<file path="src/rtl/sumador16_seq.sv">
// rtl/sumador16_seq.sv - sequences a 4*N_NIB-bit add through the registered 4-bit adder sumador4
// Issues one nibble per cycle, chains RCO back to RCI and assembles SUM/COUT.
module sumador16_seq #(
  parameter int          N_NIB     = 4,
  parameter logic [1:0]  MODO_SUMA = 2'b01
) (
  input  logic                 CLK,
  input  logic                 RST,
  input  logic                 START,
  input  logic [4*N_NIB-1:0]   OP_A,
  input  logic [4*N_NIB-1:0]   OP_B,
  input  logic                 CIN,
  output logic                 BUSY,
  output logic                 DONE,
  output logic [4*N_NIB-1:0]   SUM,
  output logic                 COUT,
  output logic                 ADD_ENB,
  output logic [1:0]           ADD_MODO,
  output logic [3:0]           ADD_A,
  output logic [3:0]           ADD_B,
  output logic                 ADD_RCI,
  input  logic [3:0]           ADD_Q,
  input  logic                 ADD_RCO
);

  localparam int              W    = 4 * N_NIB;
  localparam int              CW   = (N_NIB > 1) ? $clog2(N_NIB) : 1;
  localparam logic [CW-1:0]   LAST = CW'(N_NIB - 1);

  typedef enum logic [1:0] {
    IDLE  = 2'd0,
    ISSUE = 2'd1,
    DRAIN = 2'd2
  } state_t;

  state_t          state_q, state_d;
  logic [CW-1:0]   cnt_q, cnt_d;
  logic [W-1:0]    a_q, a_d;
  logic [W-1:0]    b_q, b_d;
  logic            cin_q, cin_d;
  logic [W-1:0]    sum_q, sum_d;
  logic            cout_q, cout_d;
  logic            busy_q, busy_d;
  logic            done_q, done_d;
  logic            add_enb_q, add_enb_d;
  logic [3:0]      add_a_q, add_a_d;
  logic [3:0]      add_b_q, add_b_d;

  always_comb begin
    state_d   = state_q;
    cnt_d     = cnt_q;
    a_d       = a_q;
    b_d       = b_q;
    cin_d     = cin_q;
    sum_d     = sum_q;
    cout_d    = cout_q;
    busy_d    = busy_q;
    done_d    = 1'b0;
    add_enb_d = 1'b0;
    add_a_d   = 4'h0;
    add_b_d   = 4'h0;

    case (state_q)
      IDLE: begin
        if (START) begin
          a_d     = OP_A;
          b_d     = OP_B;
          cin_d   = CIN;
          cnt_d   = '0;
          sum_d   = '0;
          cout_d  = 1'b0;
          busy_d  = 1'b1;
          state_d = ISSUE;
        end
      end
      ISSUE: begin
        // Q from the previous issue is valid now; store it under the previous nibble.
        if (cnt_q != '0) begin
          sum_d[4*(int'(cnt_q) - 1) +: 4] = ADD_Q;
        end
        if (cnt_q == LAST) begin
          state_d = DRAIN;
        end else begin
          cnt_d = cnt_q + CW'(1);
        end
      end
      DRAIN: begin
        sum_d[W-4 +: 4] = ADD_Q;
        cout_d          = ADD_RCO;
        busy_d          = 1'b0;
        done_d          = 1'b1;
        cnt_d           = '0;
        state_d         = IDLE;
      end
      default: begin
        state_d = IDLE;
      end
    endcase

    // Adder drive is registered, so it is computed from the state being entered.
    if (state_d == ISSUE) begin
      add_enb_d = 1'b1;
      add_a_d   = a_d[4*int'(cnt_d) +: 4];
      add_b_d   = b_d[4*int'(cnt_d) +: 4];
    end
  end

  always_ff @(posedge CLK or posedge RST) begin
    if (RST) begin
      state_q   <= IDLE;
      cnt_q     <= '0;
      a_q       <= '0;
      b_q       <= '0;
      cin_q     <= 1'b0;
      sum_q     <= '0;
      cout_q    <= 1'b0;
      busy_q    <= 1'b0;
      done_q    <= 1'b0;
      add_enb_q <= 1'b0;
      add_a_q   <= 4'h0;
      add_b_q   <= 4'h0;
    end else begin
      state_q   <= state_d;
      cnt_q     <= cnt_d;
      a_q       <= a_d;
      b_q       <= b_d;
      cin_q     <= cin_d;
      sum_q     <= sum_d;
      cout_q    <= cout_d;
      busy_q    <= busy_d;
      done_q    <= done_d;
      add_enb_q <= add_enb_d;
      add_a_q   <= add_a_d;
      add_b_q   <= add_b_d;
    end
  end

  // Carry chain: nibble 0 takes the latched CIN, later nibbles take the adder's live RCO.
  always_comb begin
    ADD_RCI = 1'b0;
    if (state_q == ISSUE) begin
      ADD_RCI = (cnt_q == '0) ? cin_q : ADD_RCO;
    end
  end

  assign BUSY     = busy_q;
  assign DONE     = done_q;
  assign SUM      = sum_q;
  assign COUT     = cout_q;
  assign ADD_ENB  = add_enb_q;
  assign ADD_A    = add_a_q;
  assign ADD_B    = add_b_q;
  assign ADD_MODO = MODO_SUMA;

endmodule
</file>
<file path="config.mk">
export PLATFORM = sky130hd
export DESIGN_NAME = sumador16_seq
export DESIGN_NICKNAME = d
export VERILOG_FILES = /design/src/rtl/sumador16_seq.sv
export SDC_FILE = /design/constraint.sdc
export NUM_CORES = 1
export LEC_CHECK = 0
export ABC_AREA = 1
export CAP_MARGIN = 15
export CORE_MARGIN = 2
export CORE_UTILIZATION = 40
export CTS_CLUSTER_SIZE = 30
export DETAILED_ROUTE_END_ITERATION = 16
export HOLD_SLACK_MARGIN = 0.06
export PLACE_DENSITY = 0.66
export SLEW_MARGIN = 20
export SYNTH_ARGS = -nofsm -noshare
export SYNTH_HDL_FRONTEND = slang
export SYNTH_SLANG_ARGS = --single-unit
</file>
<file path="constraint.sdc">
create_clock -name CLK -period 2.2 [get_ports CLK]
set_input_delay 0.44 -clock CLK [delete_from_list [all_inputs] [get_ports CLK]]
set_output_delay 0.44 -clock CLK [all_outputs]
set_load 0.1 [all_outputs]
</file>
* After elaboration in Yosys (flattened, before gate mapping)
Cells that the tools add are included.
** Operators by class
- Muxes and demuxes :: 25
- Reductions and logical operators :: 10
- Add/sub/neg operators :: 3
- Shifts and indexed selects :: 4
- Equal/unequal tests :: 6
** Operators with widths (number)
- two-way mux 16 bit :: 6
- negation 5 -> 33 bit :: 1
- variable shift 4 x 33 -> 16 bit, first input constant :: 1
- indexed part select 4 x 33 -> 16 bit :: 1
- indexed part select 16 x 5 -> 4 bit :: 2
- one-hot mux 12 bit (2 select lines) :: 1
- bitwise mux 16 bit :: 1
- one-hot mux 4 bit (3 select lines) :: 1
- two-way mux 2 bit :: 4
- two-way mux 4 bit :: 2
- two-way mux 1 bit :: 6
- one-hot mux 2 bit (3 select lines) :: 1
- AND reduction 3 bit :: 2
- nonzero test 2 bit :: 3
- equality test 2 x 1 -> 1 bit, second input constant :: 2
- equality test 2 bit, second input constant :: 2
- zero test 2 bit :: 2
- != test 2 bit, second input constant :: 2
- one-hot mux 1 bit (2 select lines) :: 2
- one-hot mux 2 bit (2 select lines) :: 1
- AND reduction 2 bit :: 2
- nonzero test 3 bit :: 1
- subtractor 2 x 1 -> 3 bit, second input constant :: 1
- adder 2 x 1 -> 2 bit, second input constant :: 1
** Storage, ports and cells
- Output and inout bits :: 31
- Flip-flop bits (word level) :: 65
- Input port bits :: 41

* Longest topological paths before layout
- Depth in word-level cells :: 6
- Gate-level depth with buffers :: 12

* Worst setup path before layout
OpenSTA, ideal clock, no wires.
- Path type :: reg2out
- Start :: reg state_q[1]
- End :: out ADD_RCI
- Data required time :: 1.760 ns
- Arrival :: 2.369 ns
- Stages on the path, launching flop included :: 6
- Setup slack :: -0.609 ns
- Path buffers :: 1
- Cell sequence :: dfrtp_1 inv_1 ha_1 buf_4 nand2_1 o22ai_1
** Between the ends
- Word-level cells in the longest chain between the ends :: 2
** RTL lines
- start: declaration :: RTL line 36 : state_t state_q, state_d;
- start signal: assignment :: RTL line 123 : state_q <= state_d;
- equality test 2 x 1 -> 1 bit :: RTL line 141 : if (state_q == ISSUE) begin
- two-way mux 1 bit :: RTL line 141
- end: declaration :: RTL line 21 : output logic ADD_RCI,
No other way between the ends.

* Worst setup path in the final report
- Start :: reg cnt_q[1]
- End :: out ADD_RCI
** Between the ends
- Word-level cells in the longest chain between the ends :: 3
** RTL lines
- start: declaration :: RTL line 37 : logic [CW-1:0] cnt_q, cnt_d;
- start signal: assignment :: RTL line 124 : cnt_q <= cnt_d;
- zero test 2 bit :: RTL line 142 : ADD_RCI = (cnt_q == '0) ? cin_q : ADD_RCO;
- two-way mux 1 bit :: RTL line 142
- two-way mux 1 bit :: RTL line 141
No other way between the ends.

==> impl_metrics.env <==
export IMPL_finClkSkew_ns=0.01224
export IMPL_grt_first_pass_wirelength_um=12580
export IMPL_worst_r2r_endpoint="SUM[11]"
export IMPL_wl_met2_um=3474
export IMPL_hold_violations=0
export IMPL_r2r_setup_slack_ns=0.23
export IMPL_post_route_min_period_ns=2.108
export IMPL_reg2reg_depth=7
export IMPL_irDropWorstVdd_uv=1208
export IMPL_fin_nets=547
export IMPL_p_sw_frac=0.5112
export IMPL_tritoncts="built"
export IMPL_clkTransAtPathRegs_ns=0.07
export IMPL_status="complete, no violations"
export IMPL_grt_pass1_vias=2580
export IMPL_highest_layer="met4"
export IMPL_cp_data_arrival_time_ns=1.67
export IMPL_clk_latency_ns=0.34
export IMPL_holdPathEnd="COUT"
export IMPL_path_max_fanout=5
export IMPL_switchingPower_mw=3.655
export IMPL_worstReg2RegStart="state_q[0]"
export IMPL_worst_setup_path_type="reg2out"
export IMPL_fmax_mhz=474.4
export IMPL_cts_htree_levels=3
export IMPL_gp_routability_congestion=0.8411
export IMPL_portBuffers=69
export IMPL_whs_path_depth=2
export IMPL_initial_utilization=0.4181
export IMPL_ys_top_cells_by_area="dfrtp_1, nand2_1, inv_1"
export IMPL_syn_area_um2=3264
export IMPL_hp_start="COUT"
export IMPL_power_clock_fraction=0.160
export IMPL_synth_seq_cells=65
export IMPL_synthFlopType="dfrtp_1"
export IMPL_start_kind="flip-flop"
export IMPL_synth_top_area_share=0.4983
export IMPL_routed_wl_um=7656
export IMPL_drtPass1Iterations=4
export IMPL_gr_total_overflow=0
export IMPL_setup_viol=0
export IMPL_wl_met1_um=3775
export IMPL_syn_area_per_cell_um2=7.754
export IMPL_route_met3_wl_um=293
export IMPL_tightest_slew_ns=0.5942
export IMPL_die_w_um=94.34
export IMPL_wire_per_inst_um=12.68
export IMPL_cts_sinks=65
export IMPL_async_reset_ff_frac=1.000
export IMPL_holdCritPathClass="reg2reg"
export IMPL_p_leak_nw=2.258
export IMPL_hpwl_um=5462
export IMPL_grt_total_usage=0.1848
export IMPL_syn2layout_area_growth_pct=31.08
export IMPL_die_h_um=94.34
export IMPL_seq_area_frac_synth=0.4983
export IMPL_cts_made_buffers=9
export IMPL_synth_cells=421
export IMPL_drive_above_1_share=0.1355
export IMPL_ios=72
export IMPL_drc=0
export IMPL_yosysMostFrequentCell="nand2_1"
export IMPL_synth_top_area_cell="dfrtp_1"
export IMPL_via_per_inst=4.560
export IMPL_finalMaxSlewViolations=0
export IMPL_cap_violations=0
export IMPL_n_fill_cell=729
export IMPL_dp_slack_ns=0.03294
export IMPL_rows=32
export IMPL_syn_num_nets=471
export IMPL_ys_types=26
export IMPL_p_int_mw=3.495
export IMPL_grt_max_degree=66
export IMPL_coreArea_um2=7807
export IMPL_die_area_um2=8899
export IMPL_yosysWarnings=0
export IMPL_relSlewSlack=0.6002
export IMPL_yosys_top_cells_count="nand2_1, inv_1, dfrtp_1"
export IMPL_sequentialPowerShare=0.260
export IMPL_finalCritPeriodShare=0.9580
export IMPL_end_kind="primary output"
export IMPL_power_mw=7.149
export IMPL_cp_required_ns=1.76
export IMPL_antenna_found_initial=0
export IMPL_setup_tns_ns=0
export IMPL_p_comb_frac=0.580
export IMPL_clk_path_buf_depth=2
export IMPL_p_per_area_nw_per_um2=1671
export IMPL_ant_nets=0
export IMPL_cts_root_buf="clkbuf_8"
export IMPL_vias=2754
export IMPL_synth_edf_count=0
export IMPL_setup_slack_ns=0.09229
export IMPL_diodes=0
export IMPL_drt_initial_drc_count=189
registers in the layout (all words and copies together), names as in the netlist, 2 cells and up:
signal   count
SUM         16
a_q         16
b_q         16
ADD_A        4
ADD_B        4
cnt_q        2
state_q      2
critical path: stages (launching register included):
cell	delay (ns)
dfrtp_1	0.45
inv_1	0.12
ha_2	0.20
nand2_1	0.11
o22ai_2	0.24
buf_12	0.20
placed cells by master, fill, tap and decap left out, types with 2 or more instances in the layout:
master           count
inv_2                3
nand4_1              4
nand2_2              4
nand2_1            102
buf_12               3
ha_1                 7
o21ai_1              8
clkdlybuf4s50_1     40
o21ai_0             49
buf_4               34
dfrtp_1             64
bufinv_16            2
inv_1               98
a21oi_1             11
nand3_1             35
nor2_1               9
clkbuf_8            10
conb_1               2
layout make-up:
| type | instances | area [um^2] | area share |
|---|---|---|---|
| Clock inverter | 6 | 90.09 | 0.02105 |
| Multi-Input combinational cell | 242 | 1195 | 0.2792 |
| Tap cell | 102 | 127.6 | 0.02982 |
| Timing Repair Buffer | 77 | 715.7 | 0.1673 |
| Inverter | 102 | 385.4 | 0.09006 |
| Clock buffer | 10 | 137.6 | 0.03216 |
| Sequential cell | 65 | 1628 | 0.3804 |
power by group through the flow:
stage / Combinational [mW] / Clock (mW) / Sequential, mW
after floorplan: 2.23 / 0 / 2.75
after global placement: 4.02 / 0 / 1.86
after detailed placement: 4.07 / 0 / 1.87
after CTS: 4.11 / 1.17 / 1.85
after global routing: 4.60 / 1.21 / 1.91
final: 4.14 / 1.14 / 1.86
worst max-delay path by stage:
stage                    to  slack (ns)        from
floorplan           ADD_RCI        0.06  state_q[1]
global placement     SUM[6]        0.16       START
detailed placement  SUM[11]        0.03       START
CTS                 ADD_RCI        0.01    cnt_q[0]
global route        ADD_RCI      -0.002    cnt_q[1]
finish              ADD_RCI        0.09    cnt_q[1]
cell families after synthesis:
| family | count (synthesis) | share of synthesized area |
|---|---|---|
| AOI/OAI and AO/OA | 73 | 0.1158 |
| DFF | 65 | 0.4983 |
| other | 2 | 0.002301 |
| buffers and inverters | 114 | 0.1430 |
| adders and majority gates | 9 | 0.03450 |
| and+or+nand+nor | 158 | 0.2062 |
stage by stage:
stage               hold WS (ns)    util  std cells  cell area (um^2)
global placement          0.4938  0.5155        587              4025
finish                    0.5050  0.5481        604              4279
CTS                       0.5092  0.5452        603              4257
floorplan                 0.5074       -        421              3271
global route              0.5402  0.5481        604              4279
detailed placement        0.4933  0.5155        587              4025
routing by layer:
layer	up-vias	global-route usage
met5	-	0
met4	0	0.08213
met3	8	0.03033
met2	50	0.2744
met1	1255	0.2671
li1	1441	-
timing repair:
action / in CTS / in global routing
pin swaps: 0 / 1
setup endpoints to repair: 1 / 9
hold buffers: 0 / 0
gates resized for setup: 2 / 5
gates cloned: 0 / 0
setup buffers: 0 / 1
Note: power is estimated with default switching activity, not from simulation.
